`config.mk`:
```
export PLATFORM = sky130hd
export DESIGN_NAME = act_sparse_encoder
export DESIGN_NICKNAME = d
export VERILOG_FILES = /design/src/rtl/act_sparse_encoder.sv
export SDC_FILE = /design/constraint.sdc
export NUM_CORES = 1
export LEC_CHECK = 0
export ABC_AREA = 1
export CAP_MARGIN = 20
export CORE_UTILIZATION = 28
export CTS_BUF_LIST = sky130_fd_sc_hd__clkbuf_4 sky130_fd_sc_hd__clkbuf_8 sky130_fd_sc_hd__clkbuf_16
export DETAILED_ROUTE_END_ITERATION = 10
export PLACE_DENSITY = 0.61
export SYNTH_ARGS = -nofsm -noshare
export SYNTH_HDL_FRONTEND = slang
export SYNTH_SLANG_ARGS = --single-unit
```
`constraint.sdc`:
```
create_clock -name clk -period 4.6 [get_ports clk]
set_input_delay 0.92 -clock clk [delete_from_list [all_inputs] [get_ports clk]]
set_output_delay 0.92 -clock clk [all_outputs]
set_load 0.05 [all_outputs]
```
`src/rtl/act_sparse_encoder.sv`:
```
// Purpose: turns dense activation rows into a flag word plus nonzero bytes (ascending element order), framed ROWS rows deep.
// Latency: flag write 1 cycle after row acceptance, data writes follow back to back, next row accepted 2+popcount cycles later.
// Backpressure: wr_ready low freezes state and all write outputs; in_ready is only high while waiting for a row.
module act_sparse_encoder #(
  parameter int DATA_WIDTH      = 8,
  parameter int IF_WIDTH        = 16,
  parameter int ROWS            = 16,
  parameter int ACT_INDEX_WIDTH = 4
) (
  input  logic                           clk,
  input  logic                           reset,
  input  logic                           start,
  input  logic                           in_valid,
  output logic                           in_ready,
  input  logic [IF_WIDTH*DATA_WIDTH-1:0] in_data,
  input  logic                           wr_ready,
  output logic                           wr_req_act_flag,
  output logic [IF_WIDTH-1:0]            wr_data_act_flag,
  output logic                           wr_req_act,
  output logic [DATA_WIDTH-1:0]          wr_data_act,
  output logic [ACT_INDEX_WIDTH-1:0]     act_index,
  output logic [ACT_INDEX_WIDTH-1:0]     row_index,
  output logic [ACT_INDEX_WIDTH:0]       row_val_num,
  output logic                           busy,
  output logic                           frame_done
);

  typedef enum logic [2:0] {S_IDLE, S_LOAD, S_FLAG, S_DATA, S_DONE} state_t;

  state_t                           state_q, state_d;
  logic [IF_WIDTH*DATA_WIDTH-1:0]   row_q, row_d;
  logic [IF_WIDTH-1:0]              flag_q, flag_d;
  logic [IF_WIDTH-1:0]              pend_q, pend_d;
  logic [ACT_INDEX_WIDTH-1:0]       row_index_q, row_index_d;
  logic [ACT_INDEX_WIDTH:0]         row_val_num_q, row_val_num_d;

  logic [IF_WIDTH-1:0]              in_mask;
  logic [ACT_INDEX_WIDTH:0]         in_pop;
  logic [ACT_INDEX_WIDTH-1:0]       pick_idx;
  logic [IF_WIDTH-1:0]              pick_mask;
  logic [DATA_WIDTH-1:0]            pick_byte;
  logic [IF_WIDTH-1:0]              pend_left;
  logic                             last_row;
  state_t                           row_end_state;

  // Nonzero mask and popcount of the incoming row; flag bit j tracks the byte in slice j.
  always_comb begin
    in_mask = '0;
    in_pop  = '0;
    for (int j = 0; j < IF_WIDTH; j++) begin
      in_mask[j] = |in_data[j*DATA_WIDTH +: DATA_WIDTH];
      in_pop     = in_pop + {{ACT_INDEX_WIDTH{1'b0}}, in_mask[j]};
    end
  end

  // Lowest-numbered pending element (element 0 lives in the flag MSB); scanning downward lets the lowest win.
  always_comb begin
    pick_idx  = '0;
    pick_mask = '0;
    pick_byte = '0;
    for (int i = IF_WIDTH-1; i >= 0; i--) begin
      if (pend_q[IF_WIDTH-1-i]) begin
        pick_idx                = ACT_INDEX_WIDTH'(i);
        pick_mask               = '0;
        pick_mask[IF_WIDTH-1-i] = 1'b1;
        pick_byte               = row_q[(IF_WIDTH-1-i)*DATA_WIDTH +: DATA_WIDTH];
      end
    end
  end

  assign pend_left     = pend_q & ~pick_mask;
  assign last_row      = (row_index_q == ACT_INDEX_WIDTH'(ROWS-1));
  assign row_end_state = last_row ? S_DONE : S_LOAD;

  // State and datapath registers; reset also discards the buffered row.
  always_ff @(posedge clk) begin
    if (!reset) begin
      state_q       <= S_IDLE;
      row_q         <= '0;
      flag_q        <= '0;
      pend_q        <= '0;
      row_index_q   <= '0;
      row_val_num_q <= '0;
    end else begin
      state_q       <= state_d;
      row_q         <= row_d;
      flag_q        <= flag_d;
      pend_q        <= pend_d;
      row_index_q   <= row_index_d;
      row_val_num_q <= row_val_num_d;
    end
  end

  // Next-state logic: a write only advances the FSM on the cycle wr_ready accepts it.
  always_comb begin
    state_d = state_q;
    case (state_q)
      S_IDLE: if (start)    state_d = S_LOAD;
      S_LOAD: if (in_valid) state_d = S_FLAG;
      S_FLAG: if (wr_ready) state_d = (flag_q == '0) ? row_end_state : S_DATA;
      S_DATA: if (wr_ready && (pend_left == '0)) state_d = row_end_state;
      S_DONE: state_d = S_IDLE;
      default: state_d = S_IDLE;
    endcase
  end

  // Datapath updates: capture row on accept, retire one pending element per accepted data write.
  always_comb begin
    row_d         = row_q;
    flag_d        = flag_q;
    pend_d        = pend_q;
    row_index_d   = row_index_q;
    row_val_num_d = row_val_num_q;
    case (state_q)
      S_IDLE: if (start) row_index_d = '0;
      S_LOAD: begin
        if (in_valid) begin
          row_d         = in_data;
          flag_d        = in_mask;
          pend_d        = in_mask;
          row_val_num_d = in_pop;
        end
      end
      S_FLAG: begin
        if (wr_ready && (flag_q == '0) && !last_row) row_index_d = row_index_q + ACT_INDEX_WIDTH'(1);
      end
      S_DATA: begin
        if (wr_ready) begin
          pend_d = pend_left;
          if ((pend_left == '0) && !last_row) row_index_d = row_index_q + ACT_INDEX_WIDTH'(1);
        end
      end
      S_DONE: row_index_d = '0;
      default: ;
    endcase
  end

  // Outputs decoded from state; write payloads are zeroed outside their request state.
  always_comb begin
    in_ready         = (state_q == S_LOAD);
    wr_req_act_flag  = (state_q == S_FLAG);
    wr_data_act_flag = (state_q == S_FLAG) ? flag_q : '0;
    wr_req_act       = (state_q == S_DATA);
    wr_data_act      = (state_q == S_DATA) ? pick_byte : '0;
    act_index        = (state_q == S_DATA) ? pick_idx : '0;
    row_index        = row_index_q;
    row_val_num      = row_val_num_q;
    busy             = (state_q == S_LOAD) || (state_q == S_FLAG) || (state_q == S_DATA);
    frame_done       = (state_q == S_DONE);
  end

endmodule

```
[Yosys cells after proc, flatten, opt, wreduce, memory -nomap -nowiden]
Cells that the tools add are included.
Storage, ports and cells
  output and inout port bits: 42
  logic and storage cells: 134
  register bits: 172
  bits of input ports: 133
Cells by class
  equal/unequal tests: 12
  bitwise gates (word level): 2
  reductions and logical operators: 32
  add/sub/neg operators: 16
  multiplexer cells: 66
Operator list (number)
  2-to-1 mux 16 bit: 18
  2-to-1 mux 8 bit: 17
  OR reduction 8 bit: 16
  2-to-1 mux 4 bit: 21
  adder 5 x 1 -> 5 bit: 11
  logical NOT 16 bit: 2
  one-hot mux 16 bit (2 select lines): 1
  2-to-1 mux 3 bit: 6
  bitwise AND 16 bit: 1
  inverter 16 bit: 1
  one-hot mux 4 bit (4 select lines): 1
  one-hot mux 3 bit (4 select lines): 1
  inequality test 2 bit (second input constant): 4
  == test 3 x 2 -> 1 bit (second input constant): 2
  inequality test 2 x 1 -> 1 bit (second input constant): 3
  adder 4 x 1 -> 5 bit: 1
  AND reduction 5 bit: 1
  adder 3 x 1 -> 4 bit: 1
  adder 4 x 1 -> 4 bit (second input constant): 1
  == test 4 bit (second input constant): 1
  logical AND 1 bit: 4
  AND reduction 4 bit: 1
  nonzero test 4 bit: 1
  adder 2 x 1 -> 3 bit: 1
  other kinds (10): 11

[Longest topological paths before layout]
  depth in word-level cells: 23
  gate-level depth with buffers: 18
  depth with buffers taken out: 18

[Worst setup path before layout]
No wires, ideal clock.
  kind: input to register
  start point: in in_data[104]
  end point: reg row_val_num_q[4], in the netlist row_val_num[4]
  library setup time: 86 ps
  required time: 4514 ps
  cell stages on the path: 14
  slack: 292 ps
  arrival time: 4223 ps
  cells stage by stage: nor4_1 -> nand2_1 -> inv_1 -> fa_1 -> fa_1 -> inv_1 -> fa_1 -> fa_1 -> ha_1 -> inv_1 -> fa_1 -> nor2_1 -> a21oi_1 -> a211oi_1
On the way
  word-level cells in the longest chain between the ends: 4
RTL lines
  start: declaration: RTL line 15  | input logic [IF_WIDTH*DATA_WIDTH-1:0] in_data,
  OR reduction 8 bit: RTL line 51  | in_mask[j] = |in_data[j*DATA_WIDTH +: DATA_WIDTH];
  adder 5 x 1 -> 5 bit (3 in series): RTL line 52  | in_pop = in_pop + {{ACT_INDEX_WIDTH{1'b0}}, in_mask[j]};
  end signal: assignment: RTL line 90  | row_val_num_q <= row_val_num_d;
  end: declaration: RTL line 35  | logic [ACT_INDEX_WIDTH:0] row_val_num_q, row_val_num_d;
No other way between the ends.
A chain may end at the register's enable or synchronous reset.

[Worst setup path in the final report]
  start point: in in_data[2]
  end point: reg row_val_num_q[4], in the netlist row_val_num[4]
On the way
  word-level cells in the longest chain between the ends: 16
RTL lines (RTL line)
  OR reduction 8 bit: 51
  adder 1 x 1 -> 2 bit: 52
  adder 2 x 1 -> 3 bit: 52
  adder 3 x 1 -> 4 bit: 52
  adder 4 x 1 -> 5 bit: 52
  adder 5 x 1 -> 5 bit (11 in series): 52
No other way between the ends.

==> results.py <==
metrics = {
    "drt": {
        "drtAntennaViolNets": 0,
        "drc": 0,
        "dr.pass1.iters": 5,
        "vias": 9234,
        "viasPerCell": 4.81,
        "wl_per_cell_um": 15.4,
        "drt_iter0_drc": 685,
        "wirelength_um": 29600,
    },
    "worst_setup_path": {
        "cpMaxStageDelayCell": "fa_1",
        "worstSetupStartpointType": "primary input",
        "crit_fanout": 2,
        "worstPathCellList": "clkdlybuf4s50_1 > nor4_1 > buf_4 > and2_4 > fa_1 > inv_2 > fa_1 > fa_1 > fa_1 > ha_1 > inv_1 > fa_2 > nor2_2 > a21oi_1 > a211oi_1",
        "crit_type": "in2reg",
        "critical-path-top-delay-family": "adder cells",
        "required_ns": 4.94,
        "reg2reg_setup_slack_ns": 2.14,
        "worstRegToRegCells": 11,
        "cp-startpoint": "in_data[2]",
        "worstSetupEndpoint": "row_val_num[4]",
        "critical-path-max-stage-delay_ns": 0.52,
        "path_common_cell": "fa_1",
        "timing.rr.start": "state_q[1]",
        "end_kind": "flip-flop",
        "crit_arrival_ns": 4.81,
        "path_buf_inv": 4,
        "r2r-end": "pend_q[0]",
        "cp_num_cells": 15,
    },
    "timing": {
        "finalSetupViolCount": 0,
        "skew_ns": 0.0107,
        "slew_headroom_pct": 44.7,
        "tns_ns": 0,
        "tightest_slew_ns": 0.829,
        "drv_slew": 0,
        "hold_viol": 0,
        "timing.fmax_ghz": 0.224,
        "fin_crit_ns": 4.47,
        "layout_worst_path_cycle_share_pct": 97.2,
    },
    "clocking": {
        "htree_levels": 4,
        "clockBufferDepth": 2,
        "cts_tree": "done",
        "cts_root_buffer": "clkbuf_16",
        "clock-sinks": 172,
        "cts_inserted_buffers": 17,
        "insertion_delay_ns": 0.43,
        "clkTransAtPathRegs_ns": 0.07,
        "cts_hold_buf": 0,
    },
    "floorplan": {
        "die_w_um": 178,
        "rows": 63,
        "io_pins": 175,
        "start_util_pct": 28.8,
        "core_um2": 30000,
        "die_h_um": 178,
        "dieArea_um2": 31600,
    },
    "synth": {
        "synth_area_leaders": "dfxtp_1 40%, nor2_1 15%, o21ai_0 11%",
        "synth.most_common_cell": "nor2_1",
        "yosysUniqueCellTypes": 37,
        "synth_warnings": 0,
        "synth_nets": 1450,
        "yosysSeqAreaShare_pct": 39.8,
        "synth_enable_flop_cells": 0,
        "synth_area_um2": 8650,
        "yosys.area.top_type_share_pct": 39.8,
        "synth_common_cells": "338 x nor2_1, 185 x nand2_1, 183 x o21ai_0",
        "async_flop_share_pct": 0,
        "synth-seq-cells": 172,
        "synth_top_area_cell": "dfxtp_1",
        "synth_ff_type": "dfxtp_1",
        "netlist_instances": 1301,
        "syn_avg_cell_area_um2": 6.65,
    },
    "layout": {
        "area_growth_pct": 40.1,
        "filler_cell_count": 3079,
        "nets": 1666,
        "final_cell_area_um2": 12100,
        "multi_input_area_um2": 4640,
        "ff_latch_area_um2": 3440,
        "drive_above_1_share_pct": 12.2,
        "num_antenna_cells": 0,
    },
    "power": {
        "p_leak_uw": 0.00547,
        "p_per_area_nw_per_um2": 514,
        "ir_drop_uv": 272,
    },
    "job": {
        "drv_cap": 0,
    },
    "global_routing": {
        "grt-busiest-layer": "met2",
        "grt_first_pass_wirelength_um": 46100,
        "grt_max_degree": 98,
        "antenna_found_initial": 0,
        "grt_util_met3_pct": 4.18,
        "met1_usage_pct": 25.6,
        "gr-total-overflow": 0,
        "grt_util_all_layers_pct": 18.7,
        "grt_pass1_vias": 8653,
        "grt_use_met2_pct": 28.6,
    },
    "place": {
        "io_buffers": 174,
        "placed_area_um2": 11300,
        "place_congestion": 0.870,
        "hpwl_um": 21500,
    },
    "outcome": {
        "run_status": "finished clean",
    },
    "worst_hold_path": {
        "hold_class": "reg2reg",
    },
}
[power by group]
part	switching [uW]	internal, uW
combinational	1710	858
sequential	292	1840
clock	656	873
total	2660	3570
[tightest hold or removal path, cell delays in order, from the launching register on]
cell     delay, ns
dfxtp_1       0.30
inv_1         0.06
a21oi_1       0.06
[flip-flops by register name, indices dropped and copies added (netlist names)]
signal       flops
row_q          128
flag_q          16
pend_q          16
row_val_num      5
row_index        4
state_q          3
[through the flow]
stage | std cells | hold slack, ns | utilization (%) | power (uW) | setup slack [ns]
3_3_place_gp | 1881 | 0.448 | 37.6 | 4670 | -0.476
4_1_cts | 1914 | 0.464 | 39.7 | 6240 | 0.00713
6_report | 1920 | 0.464 | 40.3 | 6230 | 0.130
3_5_place_dp | 1881 | 0.455 | 37.6 | 4700 | -0.662
2_1_floorplan | 1301 | 0.425 | - | 3780 | 0.292
5_1_grt | 1920 | 0.486 | 40.3 | 6660 | -0.0245
[worst min path at each step]
stage          depth (start not counted)        from  slack, ns    endpoint
2_1_floorplan                          2  row_q[104]       0.42  row_q[104]
3_3_place_gp                           2   row_q[39]       0.45   row_q[39]
3_5_place_dp                           2   row_q[39]       0.45   row_q[39]
4_1_cts                                2   row_q[39]       0.46   row_q[39]
5_1_grt                                2  row_q[107]       0.49  row_q[107]
6_report                               2   row_q[39]       0.46   row_q[39]
[area by class of cell]
| class | count | share of cell area, % |
|---|---|---|
| multi-input combinational | 952 | 38.3 |
| sequential | 172 | 28.4 |
| timing repair buffer | 272 | 21.0 |
| tap | 390 | 4.03 |
| clock buffer | 18 | 3.57 |
| inverter | 102 | 3.18 |
| clock inverter | 14 | 1.53 |
[cells by family after synthesis]
logic type,synth area share (%)
and+or+nand+nor,31.2
adders and majority gates,3.18
buffers and inverters,7.90
xor gates and xnor gates,0.101
DFF,39.8
AOI/OAI and AO/OA,17.8
[what timing repair did]
action,CTS,global route
pin swaps,11,14
cloned,0,0
setup buffers,1,6
gates resized for setup,11,43
setup endpoints to repair,4,4
[layer usage]
layer	vias up	wire [um]
li1	4688	-
met1	4247	13800
met2	254	13300
met3	45	1880
met4	0	660
met5	-	0
[layout by cell type (no fill, tap or decap), drive strengths merged, types with 6 or more instances in the layout]
cell type / count
o211ai: 11
nor2: 346
nor4: 37
a21oi: 76
dlymetal6s2s: 23
fa: 10
nor3: 43
nand2: 191
nand3: 19
clkinv: 10
a221oi: 6
inv: 100
dfxtp: 172
ha: 6
clkbuf: 18
clkdlybuf4s50: 149
buf: 99
o21ai: 186
Note: power is estimated with default switching activity, not from simulation.
